===== config.mk =====
export PLATFORM = sky130hd
export DESIGN_NAME = adc_uart_formatter
export DESIGN_NICKNAME = d
export VERILOG_FILES = /design/src/rtl/adc_uart_formatter_pkg.sv /design/src/rtl/adc_uart_formatter_fifo.sv /design/src/rtl/adc_uart_formatter.sv
export SDC_FILE = /design/constraint.sdc
export NUM_CORES = 1
export LEC_CHECK = 0
export ABC_AREA = 1
export BUFFER_PORTS_ARGS = -buffer_cell sky130_fd_sc_hd__buf_4
export CAP_MARGIN = 20
export CORE_ASPECT_RATIO = 1.25
export CORE_MARGIN = 2
export CORE_UTILIZATION = 49
export CTS_CLUSTER_SIZE = 28
export DETAILED_ROUTE_END_ITERATION = 10
export GPL_ROUTABILITY_DRIVEN = 0
export PLACE_DENSITY = 0.76
export SYNTH_ARGS = -nofsm -noshare
export SYNTH_HDL_FRONTEND = slang
export SYNTH_SLANG_ARGS = --single-unit

===== constraint.sdc =====
create_clock -name clk -period 2.05 [get_ports clk]
set_clock_uncertainty 0.05 [all_clocks]
set_input_delay 0.1025 -clock clk [delete_from_list [all_inputs] [get_ports clk]]
set_output_delay 0.1025 -clock clk [all_outputs]
set_load 0.02 [all_outputs]

===== src/rtl/adc_uart_formatter_pkg.sv =====
// Shared constants, FSM encoding and nibble-to-ASCII helper for adc_uart_formatter.
// ADC_FMT_SEQ_EN widens FIFO entries to carry a 16-bit sequence number.
package adc_uart_formatter_pkg;

    typedef enum logic [3:0] {
        ST_IDLE = 4'd0,
        ST_HEX3 = 4'd1,
        ST_HEX2 = 4'd2,
        ST_HEX1 = 4'd3,
        ST_HEX0 = 4'd4,
        ST_CR   = 4'd5,
        ST_LF   = 4'd6,
        ST_ERR  = 4'd7,
        ST_SEQ3 = 4'd8,
        ST_SEQ2 = 4'd9,
        ST_SEQ1 = 4'd10,
        ST_SEQ0 = 4'd11,
        ST_SP   = 4'd12
    } fmt_state_t;

    localparam logic [7:0] ASCII_CR = 8'h0D;
    localparam logic [7:0] ASCII_LF = 8'h0A;
    localparam logic [7:0] ASCII_SP = 8'h20;
    localparam logic [7:0] ASCII_E  = 8'h45;

`ifdef ADC_FMT_SEQ_EN
    localparam int FIFO_W = 32;
`else
    localparam int FIFO_W = 16;
`endif

    function automatic logic [7:0] hex_to_ascii(input logic [3:0] nib);
        return (nib < 4'd10) ? (8'h30 + {4'h0, nib}) : (8'h37 + {4'h0, nib});
    endfunction

endpackage


===== src/rtl/adc_uart_formatter_fifo.sv =====
// sample_fifo: power-of-two circular buffer with occupancy count.
// A pop frees the slot in the same cycle, so push while full succeeds when popping.
module sample_fifo #(
    parameter int WIDTH = 16,
    parameter int DEPTH = 4
) (
    input  logic                       clk,
    input  logic                       rst_n,
    input  logic                       push,
    input  logic                       pop,
    input  logic [WIDTH-1:0]           din,
    output logic [WIDTH-1:0]           dout,
    output logic                       full,
    output logic                       empty,
    output logic [$clog2(DEPTH):0]     level
);
    localparam int PW = $clog2(DEPTH);
    localparam int LW = PW + 1;

    logic [WIDTH-1:0] mem [DEPTH];
    logic [PW-1:0]    wr_ptr, rd_ptr;
    logic             do_push, do_pop;

    assign full    = (level == LW'(DEPTH));
    assign empty   = (level == '0);
    assign do_pop  = pop && !empty;
    assign do_push = push && (!full || do_pop);
    assign dout    = mem[rd_ptr];

    always_ff @(posedge clk) begin
        if (do_push) mem[wr_ptr] <= din;
    end

    always_ff @(posedge clk or negedge rst_n) begin
        if (!rst_n) begin
            wr_ptr <= '0;
            rd_ptr <= '0;
            level  <= '0;
        end else begin
            if (do_push) wr_ptr <= wr_ptr + 1'b1;
            if (do_pop)  rd_ptr <= rd_ptr + 1'b1;
            if (do_push && !do_pop)      level <= level + 1'b1;
            else if (do_pop && !do_push) level <= level - 1'b1;
        end
    end

endmodule


===== src/rtl/adc_uart_formatter.sv =====
// Buffers ADC samples and prints each as an ASCII hex line over a uart_tx handshake.
// Define ADC_FMT_SEQ_EN to prefix every line with a 16-bit push sequence number.
module adc_uart_formatter
    import adc_uart_formatter_pkg::*;
#(
    parameter int FIFO_DEPTH = 4,
    parameter int DROP_W     = 8
) (
    input  logic                          clk,
    input  logic                          rst_n,
    input  logic [15:0]                   i_data,
    input  logic                          i_valid,
    input  logic                          i_error,
    output logic [7:0]                    o_tx_data,
    output logic                          o_tx_start,
    input  logic                          i_tx_busy,
    output logic                          o_overflow,
    output logic [DROP_W-1:0]             o_drop_count,
    output logic [$clog2(FIFO_DEPTH):0]   o_fifo_level
);
    fmt_state_t        state, nxt;
    logic [FIFO_W-1:0] fifo_din, fifo_dout, hold;
    logic [7:0]        tx_byte;
    logic              full, empty, pop, push, err_armed;

    // Error service wins over queued samples, so only pop when no error is pending.
    assign pop  = (state == ST_IDLE) && !empty && !(i_error && err_armed);
    assign push = i_valid && (!full || pop);

`ifdef ADC_FMT_SEQ_EN
    logic [15:0] seq_cnt;
    assign fifo_din = {seq_cnt, i_data};

    always_ff @(posedge clk or negedge rst_n) begin
        if (!rst_n)    seq_cnt <= '0;
        else if (push) seq_cnt <= seq_cnt + 16'd1;
    end
`else
    assign fifo_din = i_data;
`endif

    sample_fifo #(.WIDTH(FIFO_W), .DEPTH(FIFO_DEPTH)) u_fifo (
        .clk   (clk),
        .rst_n (rst_n),
        .push  (push),
        .pop   (pop),
        .din   (fifo_din),
        .dout  (fifo_dout),
        .full  (full),
        .empty (empty),
        .level (o_fifo_level)
    );

    always_comb begin
        tx_byte = 8'h00;
        nxt     = ST_IDLE;
        case (state)
`ifdef ADC_FMT_SEQ_EN
            ST_SEQ3: begin tx_byte = hex_to_ascii(hold[31:28]); nxt = ST_SEQ2; end
            ST_SEQ2: begin tx_byte = hex_to_ascii(hold[27:24]); nxt = ST_SEQ1; end
            ST_SEQ1: begin tx_byte = hex_to_ascii(hold[23:20]); nxt = ST_SEQ0; end
            ST_SEQ0: begin tx_byte = hex_to_ascii(hold[19:16]); nxt = ST_SP;   end
            ST_SP:   begin tx_byte = ASCII_SP;                  nxt = ST_HEX3; end
`endif
            ST_HEX3: begin tx_byte = hex_to_ascii(hold[15:12]); nxt = ST_HEX2; end
            ST_HEX2: begin tx_byte = hex_to_ascii(hold[11:8]);  nxt = ST_HEX1; end
            ST_HEX1: begin tx_byte = hex_to_ascii(hold[7:4]);   nxt = ST_HEX0; end
            ST_HEX0: begin tx_byte = hex_to_ascii(hold[3:0]);   nxt = ST_CR;   end
            ST_CR:   begin tx_byte = ASCII_CR;                  nxt = ST_LF;   end
            ST_LF:   begin tx_byte = ASCII_LF;                  nxt = ST_IDLE; end
            ST_ERR:  begin tx_byte = ASCII_E;                   nxt = ST_CR;   end
            default: begin tx_byte = 8'h00;                     nxt = ST_IDLE; end
        endcase
    end

    always_ff @(posedge clk or negedge rst_n) begin
        if (!rst_n) begin
            state        <= ST_IDLE;
            hold         <= '0;
            o_tx_data    <= '0;
            o_tx_start   <= 1'b0;
            err_armed    <= 1'b1;
            o_overflow   <= 1'b0;
            o_drop_count <= '0;
        end else begin
            o_tx_start <= 1'b0;
            if (!i_error) err_armed <= 1'b1;
            if (i_valid && !push) begin
                o_overflow <= 1'b1;
                if (o_drop_count != '1) o_drop_count <= o_drop_count + 1'b1;
            end
            case (state)
                ST_IDLE: begin
                    if (i_error && err_armed) begin
                        state     <= ST_ERR;
                        err_armed <= 1'b0;
                    end else if (!empty) begin
                        hold <= fifo_dout;
`ifdef ADC_FMT_SEQ_EN
                        state <= ST_SEQ3;
`else
                        state <= ST_HEX3;
`endif
                    end
                end
                default: begin
                    // Waiting for o_tx_start to drop guarantees an idle cycle between starts.
                    if (!i_tx_busy && !o_tx_start) begin
                        o_tx_data  <= tx_byte;
                        o_tx_start <= 1'b1;
                        state      <= nxt;
                    end
                end
            endcase
        end
    end

endmodule


Word-level counts from Yosys, hierarchy flattened
Memory sizes are Yosys's and may differ from the RTL's. A register that Yosys moved wholly into a read port is not among the register bits.
Cells that the tools add are included.
- bits in registers: 30
- memory bits (writable): 64
- bits of input ports: 21
- output and inout port bits: 21
- logic and storage cells: 89
- memories: 1
- $add $sub $neg: 13
- magnitude comparators: 4
- equality and inequality tests: 10
- muxes and demuxes: 19
- bitwise logic cells: 3
- reduce and logical (&&, ||, !) cells: 30
- memories (name ; words ; bits a word ; rd ports ; clocked after Yosys merged registers in ; wr ports ; RTL line ; text):
    u_fifo.mem ; 4 ; 16 ; 1 ; 1 ; 1 ; adc_uart_formatter_fifo.sv:20 ; logic [WIDTH-1:0] mem [DEPTH];
- operator list (kind ; count):
    adder 6 x 4 -> 7 bit (first input constant) ; 8
    case mux 7 bit (7 select lines) ; 1
    two-way mux 7 bit ; 4
    equality test 4 x 3 -> 1 bit (second input constant) ; 4
    < comparator 4 bit (second input constant) ; 4
    two-way mux 4 bit ; 4
    case mux 3 bit (5 select lines) ; 1
    logical AND 1 bit ; 10
    zero test 1 bit ; 9
    adder 8 x 1 -> 8 bit (second input constant) ; 1
    equality test 4 x 2 -> 1 bit (second input constant) ; 2
    inequality test 8 bit (second input constant) ; 1
    two-way mux 1 bit ; 7
    two-way mux 3 bit ; 2
    AND reduction 2 bit ; 3
    adder 2 x 1 -> 2 bit (second input constant) ; 2
    equality test 4 x 1 -> 1 bit (second input constant) ; 1
    zero test 4 bit ; 1
    nonzero test 2 bit ; 2
    adder 3 x 1 -> 3 bit (second input constant) ; 1
    equality test 3 bit (second input constant) ; 1
    zero test 3 bit ; 1
    inequality test 3 x 2 -> 1 bit (second input constant) ; 1
    NOT 1 bit ; 3
    other kinds (4) ; 5

Longest topological paths before layout
Gate-level depths: netlist of the first run.
- depth after elaboration: 11
- depth in mapped cells: 14
- mapped depth without buffers: 13

Cells and area by module
A second synthesis of the first run with hierarchy kept.
- cell total of the unflattened synthesis: 537
- area, all modules: 5102.4 um2
- by module, submodules not included (module ; instances ; cells each ; area each (um2) ; seq. area each (um2)):
    sample_fifo ; 1 ; 233 ; 2932.8 ; 2097.0
    adc_uart_formatter ; 1 ; 304 ; 2169.6 ; 927.1

Worst setup path before layout of the first run
OpenSTA, ideal clock, no wires.
- kind: reg2reg
- start: register u_fifo.level[0]
- end: register u_fifo.level[1]
- data arrival time: 2.006 ns
- path slack: -0.131 ns
- stages on the path, launching flop included: 9
- clock period less this slack: 2.181 ns
- path through: dfrtp_1 nor3_1 nand2_2 nand2_2 inv_2 ha_1 inv_1 fa_1 mux2_2
- word-level cells in the longest chain between the ends: 10
- elaborated cells on any way between the ends: 20
- RTL lines (item ; RTL line ; text):
    start, declared ; adc_uart_formatter_fifo.sv:15 ; output logic [$clog2(DEPTH):0] level
    start signal, assigned ; adc_uart_formatter_fifo.sv:42 ; if (do_push && !do_pop) level <= level + 1'b1;
    start signal, assigned ; adc_uart_formatter_fifo.sv:43 ; else if (do_pop && !do_push) level <= level - 1'b1;
    zero test 3 bit ; adc_uart_formatter_fifo.sv:25 ; assign empty = (level == '0);
    zero test 1 bit ; adc_uart_formatter_fifo.sv:26, adc_uart_formatter.sv:27 ;
    logical AND 1 bit (2 in series) ; adc_uart_formatter.sv:27 ; assign pop = (state == ST_IDLE) && !empty && !(i_error && err_armed);
    logical OR 1 bit / logical AND 1 bit (equally long branches) ; adc_uart_formatter.sv:28, adc_uart_formatter_fifo.sv:26 ;
    logical AND 1 bit / logical OR 1 bit (equally long branches) ; adc_uart_formatter.sv:28, adc_uart_formatter_fifo.sv:27 ;
    logical AND 1 bit * ; adc_uart_formatter_fifo.sv:27 ; assign do_push = push && (!full || do_pop);
    named net u_fifo.do_push ; adc_uart_formatter_fifo.sv:22 ; logic do_push, do_pop;
    zero test 1 bit ; adc_uart_formatter_fifo.sv:43 ;
    logical AND 1 bit ; adc_uart_formatter_fifo.sv:43 ;
    nonzero test 2 bit (no line) ; -- ;
The timed path passes the listed nets; every way through them passes the cells marked *. The select of a mux whose other input is x is not followed.
A chain may end at the register's enable or synchronous reset.

Worst setup path in the final report of the first run
- start: register state[1]
- end: register u_fifo.level[2]
- word-level cells in the longest chain between the ends: 9
- elaborated cells on any way between the ends: 14
- RTL lines (item ; RTL line ; text):
    start, declared ; adc_uart_formatter.sv:21 ; fmt_state_t state, nxt;
    start signal, assigned ; adc_uart_formatter.sv:111 ; state <= nxt;
    zero test 4 bit * ; adc_uart_formatter.sv:27 ;
    logical AND 1 bit * (2 in series) ; adc_uart_formatter.sv:27 ;
    logical OR 1 bit / logical AND 1 bit (equally long branches) ; adc_uart_formatter.sv:28, adc_uart_formatter_fifo.sv:26 ;
    logical AND 1 bit / logical OR 1 bit (equally long branches) ; adc_uart_formatter.sv:28, adc_uart_formatter_fifo.sv:27 ;
    logical AND 1 bit * ; adc_uart_formatter_fifo.sv:27 ;
    named net u_fifo.do_push ; adc_uart_formatter_fifo.sv:22 ;
    zero test 1 bit ; adc_uart_formatter_fifo.sv:43 ;
    logical AND 1 bit ; adc_uart_formatter_fifo.sv:43 ;
    nonzero test 2 bit (no line) ; -- ;
The timed path passes the listed nets; every way through them passes the cells marked *.

==> results.md, run 1 <==
* Worst Hold Class: in2reg
* Fin crit share at 0.995
* R2r startpoint: state[1]
* Total Nets Final at 630
* H-tree levels at 3
* Setup violators final at 0
* Status: completed
* Crit path capture type: flip-flop
* Pwr Density at 1460 nW/um^2
* Synth cell types at 38
* Post-DP HPWL at 6.51 mm
* Synthesized flop and latch total at 108
* Antenna Diode Count at 0
* CP max FO at 2
* Commonest cells after routing, fill and taps aside: nand2_1, nor2_1, o21ai_0
* TritonCTS clock tree: yes
* Starting Density at 0.500
* Post-route ant nets at 0
* Leak at 2.62 nW
* Post-synth EDFFs at 64
* GR Util All Layers at 0.191
* Clock Path Buffers at 2
* Row count at 41
* Worst vdd rail ir drop at 0.000710 V
* DR vias/cell at 5.20
* Num CTS Buffers at 9
* Iter 0 DRT Violations at 228
* Core Util, Final at 0.616
* Most common cell after layout, fill and taps aside: nand2_1
* Die footprint at 11000 sq um
* Area grow syn2layout at 23.2%
* Initial antenna violation count at 0
* Ys async rst share at 0.407
* Final Hold Fails at 0
* Final Non-Filler Cells at 732
* Startpoint types: flip-flop
* Slew margin rel. at 0.630
* F_max at around 490 MHz
* I/O Buffers at 40
* Unrepaired setup endpoints after global routing: true
* Vias at roughly 3800
* Routed WL per cell at 13.4 um
* IO Count at between 40 and 50
* Crit Path Category: reg2reg
* Setup ws final at 0.00953 ns
* Core area at 10000 sq um
* Vias in the first global route at 3687
* Slew at the pin closest to its max-slew limit at around 0.56 ns
* Gr ovfl total at 0
* Post-synth top area cell: edfxtp_1
* First drt pass iteration count at 7
* Synth top area share at 0.384
* First-pass GRT wire length at 16.4 mm
* Die Width at around 94 um
* Largest net degree at the start of global routing at 45
* Worst Path Required at approximately 2.2 ns
* Clk pin slew, worst setup/hold paths at 0.08 ns
* Dpl ws at -0.0259 ns
* WL final at 9.83 mm
* Count of final max-slew check failures at 0
* Top cells by area, synth: edfxtp_1, dfrtp_1, o21ai_0
* Worst EP arrival at 2.23 ns
* Synthesis warning total at 0
* Cell Area, Synth at 5010 sq um
* Min-delay src: i_valid
* CTS root buf: clkbuf_16
* Clk_lat worst skew at 0.36 ns
* Layout cells sized above 1 at 0.181
* Synthesized Nets at 550
* Final Critical Period at 2.04 ns
* Sequential share of the synthesized area at 0.604
* Main flop type after synthesis: edfxtp_1
* Placed cell count at 689
* Worst setup startpoint: state[1]
* Number of cells produced by synthesis at just over 500
* Detailed-route DRC error count at 0
* Total of max-cap violations at 0
* Clock sinks at 108
* Syn_area_per_cell at 9.66 sq um
* Total power at around 0.009 W
* Die Y at 117 um
-- what timing repair did --
item / in CTS / in global routing
setup endpoints to repair: 2 / 2
gates resized for setup: 0 / 12
hold endpoints to repair: 108 / 0
pin swaps: 1 / 4
hold buffers: 18 / 0
buffers inserted: 1 / 8
-- kinds of logic (layout without fill, tap and decap cells) --
logic type | Yosys count | count (layout) | synth area share
DFF | 108 | 108 | 0.604
other | 1 | 1 | 0.000749
buffers and inverters | 62 | 147 | 0.0547
xor gates and xnor gates | 9 | 9 | 0.0157
adders and majority gates | 11 | 11 | 0.0290
and+or+nand+nor | 238 | 238 | 0.204
muxes | 1 | 1 | 0.00225
AOI/OAI and AO/OA | 88 | 88 | 0.0892
-- worst paths after layout --
check | endpoint | cells past startpoint | slack (ns)
worst max register to register | u_fifo.level[2] | 13 | 0.01
min in group asynchronous | o_drop_count[0] | 2 | 0.22
worst max-delay path | u_fifo.level[2] | 13 | 0.01
worst min register to register | o_overflow | 1 | 0.43
max in group asynchronous | u_fifo.level[0] | 2 | 1.31
worst min-delay path | o_drop_count[3] | 5 | 0.10
-- area by class of cell --
| type | count | area (sq um) |
|---|---|---|
| Tap cell | 129 | 161 |
| Timing Repair Buffer | 85 | 749 |
| Clock inverter | 7 | 67.6 |
| Sequential cell | 108 | 3030 |
| Fill cell | 777 | 3840 |
| Multi-Input combinational cell | 348 | 1750 |
| Inverter | 46 | 183 |
| Clock buffer | 9 | 225 |
-- per-layer routing --
layer | vias to the layer above | global-route usage | share of wire
met2 | 121 | 0.330 | 0.51
met4 | 0 | 0.0908 | 0.027
met3 | 21 | 0.0333 | 0.047
met1 | 1782 | 0.233 | 0.42
met5 | - | 0 | 0
li1 | 1885 | - | -
-- worst max-delay path: stages (launching register included) --
cell      delay [ns]
dfrtp_1         0.42
clkinv_4        0.06
nand2_4         0.05
nor2_4          0.14
nand3_4         0.09
nand2_4         0.08
nand2_4         0.05
inv_4           0.06
ha_4            0.13
inv_4           0.03
fa_2            0.37
a21oi_2         0.15
o21ai_2         0.08
xor2_1          0.16
-- synthesized netlist by cell type, types with 3 or more instances --
library cell and instances:
nand2_1 92, nor2_1 87, o21ai_0 72, edfxtp_1 64
dfrtp_1 43, inv_1 41, nand3_1 36, ha_1 10
a21oi_1 7, o21ai_1 6, xnor2_1 6, clkbuf_1 5
nor3_1 5, buf_2 4, buf_4 4, inv_2 4
nand4_1 4, nand2_2 3, xor2_1 3
-- power breakdown --
group          internal [W]  switching [W]  leakage [nW]  total (W)
clock network      0.000856       0.000815         0.145    0.00167
logic               0.00158        0.00246          1.35    0.00404
registers           0.00298       0.000334          1.12    0.00332
-- per-stage QoR --
step                hold slack, ns  area (sq um)  TNS, ns
finish                       0.103          6170        0
floorplan                   -0.243          5020    -6.84
CTS                         0.0954          6070  -0.0389
global route                 0.130          6170  -0.0980
global placement            0.0687          5590        0
detailed placement          0.0762          5590  -0.0444
-- flip-flops by register name (all words and copies together), names as in the netlist, named ones only --
signal         cells
hold              16
state              2
o_drop_count       8
err_armed          1
u_fifo.rd_ptr      2
o_overflow         1
u_fifo.mem        64
u_fifo.wr_ptr      2
o_tx_data          7
u_fifo.level       3
o_tx_start         1
Note: power is estimated with default switching activity, not from simulation.
==> run 2: changes to the inputs <==
PLACE_DENSITY = 0.73   (was 0.76)
clock period = 2.3 ns   (was 2.05 ns; I/O delays follow)
==> run 2 against run 1 <==
Against the previous run:
- via count shrank 5.4%
- routed wire length fell by 3.0%
- cell count is 1.8% lower
- register-to-register slack gained 0.12 ns
- power down 14%
- combinational power shrank 20%
- first-iteration DRC count down 12%
- clock power is 7% lower
- hold slack worse by 0.054 ns
- largest cell class unchanged
==> results.md, run 2 (synthesis results as in run 1) <==
* Status: completed
* Regs by FF count: u_fifo.mem x64, hold x16, o_drop_count x8
* Total of max-cap violations at 0 (unchanged)
* Worst vdd rail ir drop at 0.000568 V (-20%)
* Total power at 0.00774 W (-14%)
* CP max FO at 6 (+4)
* Reg-to-reg critical path endpoint: u_fifo.level[1]
* Routed WL per cell at 13.3 um (-1.2%)
* Fillers at 851 (+9.5%)
* Leak at 2.54 nW (-3.2%)
* Final hold slack at 0.0492 ns (-0.0536 ns)
* F_max at 462 MHz (-5.8%)
* Commonest cells after routing, fill and taps aside: nand2_1, nor2_1, o21ai_0
* R2r startpoint: u_fifo.level[1]
* Clk pin slew, worst setup/hold paths at 0.08 ns (about the same)
* H-tree levels at 3 (unchanged)
* CTS root buf: clkbuf_16
* Antenna Diode Count at 0 (unchanged)
* WL final at 9.54 mm (-3.0%)
* Largest register FFs at 64 (unchanged)
* Final Hold Fails at 0 (unchanged)
* Most flop-heavy register: u_fifo.mem
* CP Capture Point: u_fifo.level[1]
* Crit-path max cell delay at 0.45 ns (+0.03 ns)
* Slew at the pin closest to its max-slew limit at 0.535 ns (-0.0200 ns)
* Crit Path Category: reg2reg
* Starting Density at 0.500 (unchanged)
* Core Util, Final at 0.598 (-0.0180)
* I/O Buffers at 40 (unchanged)
* Post-route ant nets at 0 (unchanged)
* Setup violators final at 0 (unchanged)
* Fin crit share at 0.942 (-0.0535)
* Worst Hold Class: in2reg
* Layout cells sized above 1 at 0.154 (-0.0265)
* TritonCTS clock tree: yes
* Count of final max-slew check failures at 0 (unchanged)
* Gr ovfl total at 0 (unchanged)
* Largest net degree at the start of global routing at 45 (unchanged)
* Die Width at 94.4 um (unchanged)
* Total Nets Final at 617 (-2.1%)
* Pwr Density at 1290 nW/um^2 (-12%)
* Num CTS Buffers at 9 (unchanged)
* Clock sinks at 108 (unchanged)
* Unrepaired setup endpoints after global routing: false
* IO Count at 42 (unchanged)
* First drt pass iteration count at 5 (-2)
* Final setup TNS at 0 ns (unchanged)
* First-pass GRT wire length at 16.1 mm (-2.1%)
* Core area at 10000 sq um (unchanged)
* Initial antenna violation count at 0 (unchanged)
* Startpoint types: flip-flop
* Vias in the first global route at 3502 (-5.0%)
* Post-DP HPWL at 6.34 mm (-2.7%)
* Clock Path Buffers at 2 (unchanged)
* Die footprint at 11000 sq um (unchanged)
* Setup ws final at 0.134 ns (+0.124 ns)
* Row count at 41 (unchanged)
* DR vias/cell at 5.01 (-3.6%)
* Slowest-stage cell, CP: dfrtp_2
* Crit path capture type: flip-flop
* Clk_lat worst skew at 0.35 ns (about the same)
* GR Util All Layers at 0.191 (about the same)
* Die Y at 117 um (unchanged)
* Final Critical Period at 2.17 ns (+0.126 ns)
* Worst EP arrival at 2.36 ns (+0.13 ns)
* Most common cell after layout, fill and taps aside: nand2_1
* Slew margin rel. at 0.643 (+0.0134)
* Area grow syn2layout at 19.6%
* Iter 0 DRT Violations at 201 (-12%)
* Worst Path Required at 2.50 ns (+0.26 ns)
* Dpl ws at 0.0148 ns (+0.0408 ns)
* Worst setup startpoint: u_fifo.level[1]
* Detailed-route DRC error count at 0 (unchanged)
* Worst reg-to-reg path cell count at 10 (-3)
* Worst reg2reg setup slack at 0.13 ns (+0.12 ns)
* Vias at 3605 (-5.4%)
* Crit path cell chain: nor2_1 > nand2_1 > nand3_4 > nand2_2 > nand2_4 > inv_2 > ha_1 > inv_1 > fa_2 > mux2_2
[run 2: cell types whose count changed in the layout (fill, tap and decap cells not counted), sizes merged]
cell,delta
buf,-13
[run 2: timing repair]
action	4_1_cts	5_1_grt
cloned	0	0
endpoints found under the setup margin	1	2
hold buffers	18	0
hold endpoints to repair	108	0
pin swaps	1	0
setup buffers	1	3
gates resized for setup	0	6
[run 2: metal layers]
metal	GRT usage	vias up	wire, um
li1	-	1861	-
met1	0.233	1627	4100
met2	0.327	99	4800
met3	0.0397	18	394
met4	0.0870	0	244
met5	0	-	0
[run 2: cell type report]
type	instances	area, sq um	share of cell area
clock inverter	7	86.3	0.0144
sequential	108	3030	0.505
multi-input combinational	348	1720	0.288
timing repair buffer	72	586	0.0978
clock buffer	9	225	0.0376
tap	129	161	0.0270
inverter	46	178	0.0297
[run 2: where the power goes]
part / internal, W / leakage (nW) / switching [W]
clock network: 0.000782 / 0.151 / 0.000769
logic: 0.00117 / 1.26 / 0.00206
registers: 0.00266 / 1.12 / 0.000298
total: 0.00462 / 2.54 / 0.00312
[run 2: how the worst min path moves through the flow]
stage	slack (ns)	start	cells after the start	endpoint
2_1_floorplan	-0.23	rst_n	0	async pin
3_3_place_gp	0.08	rst_n	1	u_fifo.wr_ptr[0]
3_5_place_dp	0.08	rst_n	1	u_fifo.wr_ptr[0]
4_1_cts	0.08	i_valid	4	u_fifo.wr_ptr[1]
5_1_grt	0.05	i_valid	3	u_fifo.wr_ptr[0]
6_report	0.05	i_valid	3	u_fifo.wr_ptr[0]
[run 2: through the flow]
step / cells / cell area (sq um)
after floorplan: 518 / 5010
after global placement: 681 / 5450
after detailed placement: 681 / 5450
after CTS: 716 / 5950
after global routing: 719 / 5990
final: 719 / 5990
[run 2: critical path: cells and delay by family, from the launching register on]
| kind | cells | cell delay [ns] |
|---|---|---|
| fa+ha+maj | 2 | 0.62 |
| simple gates | 5 | 0.50 |
| flops | 1 | 0.45 |
| mux | 1 | 0.26 |
| buf+inv | 2 | 0.17 |
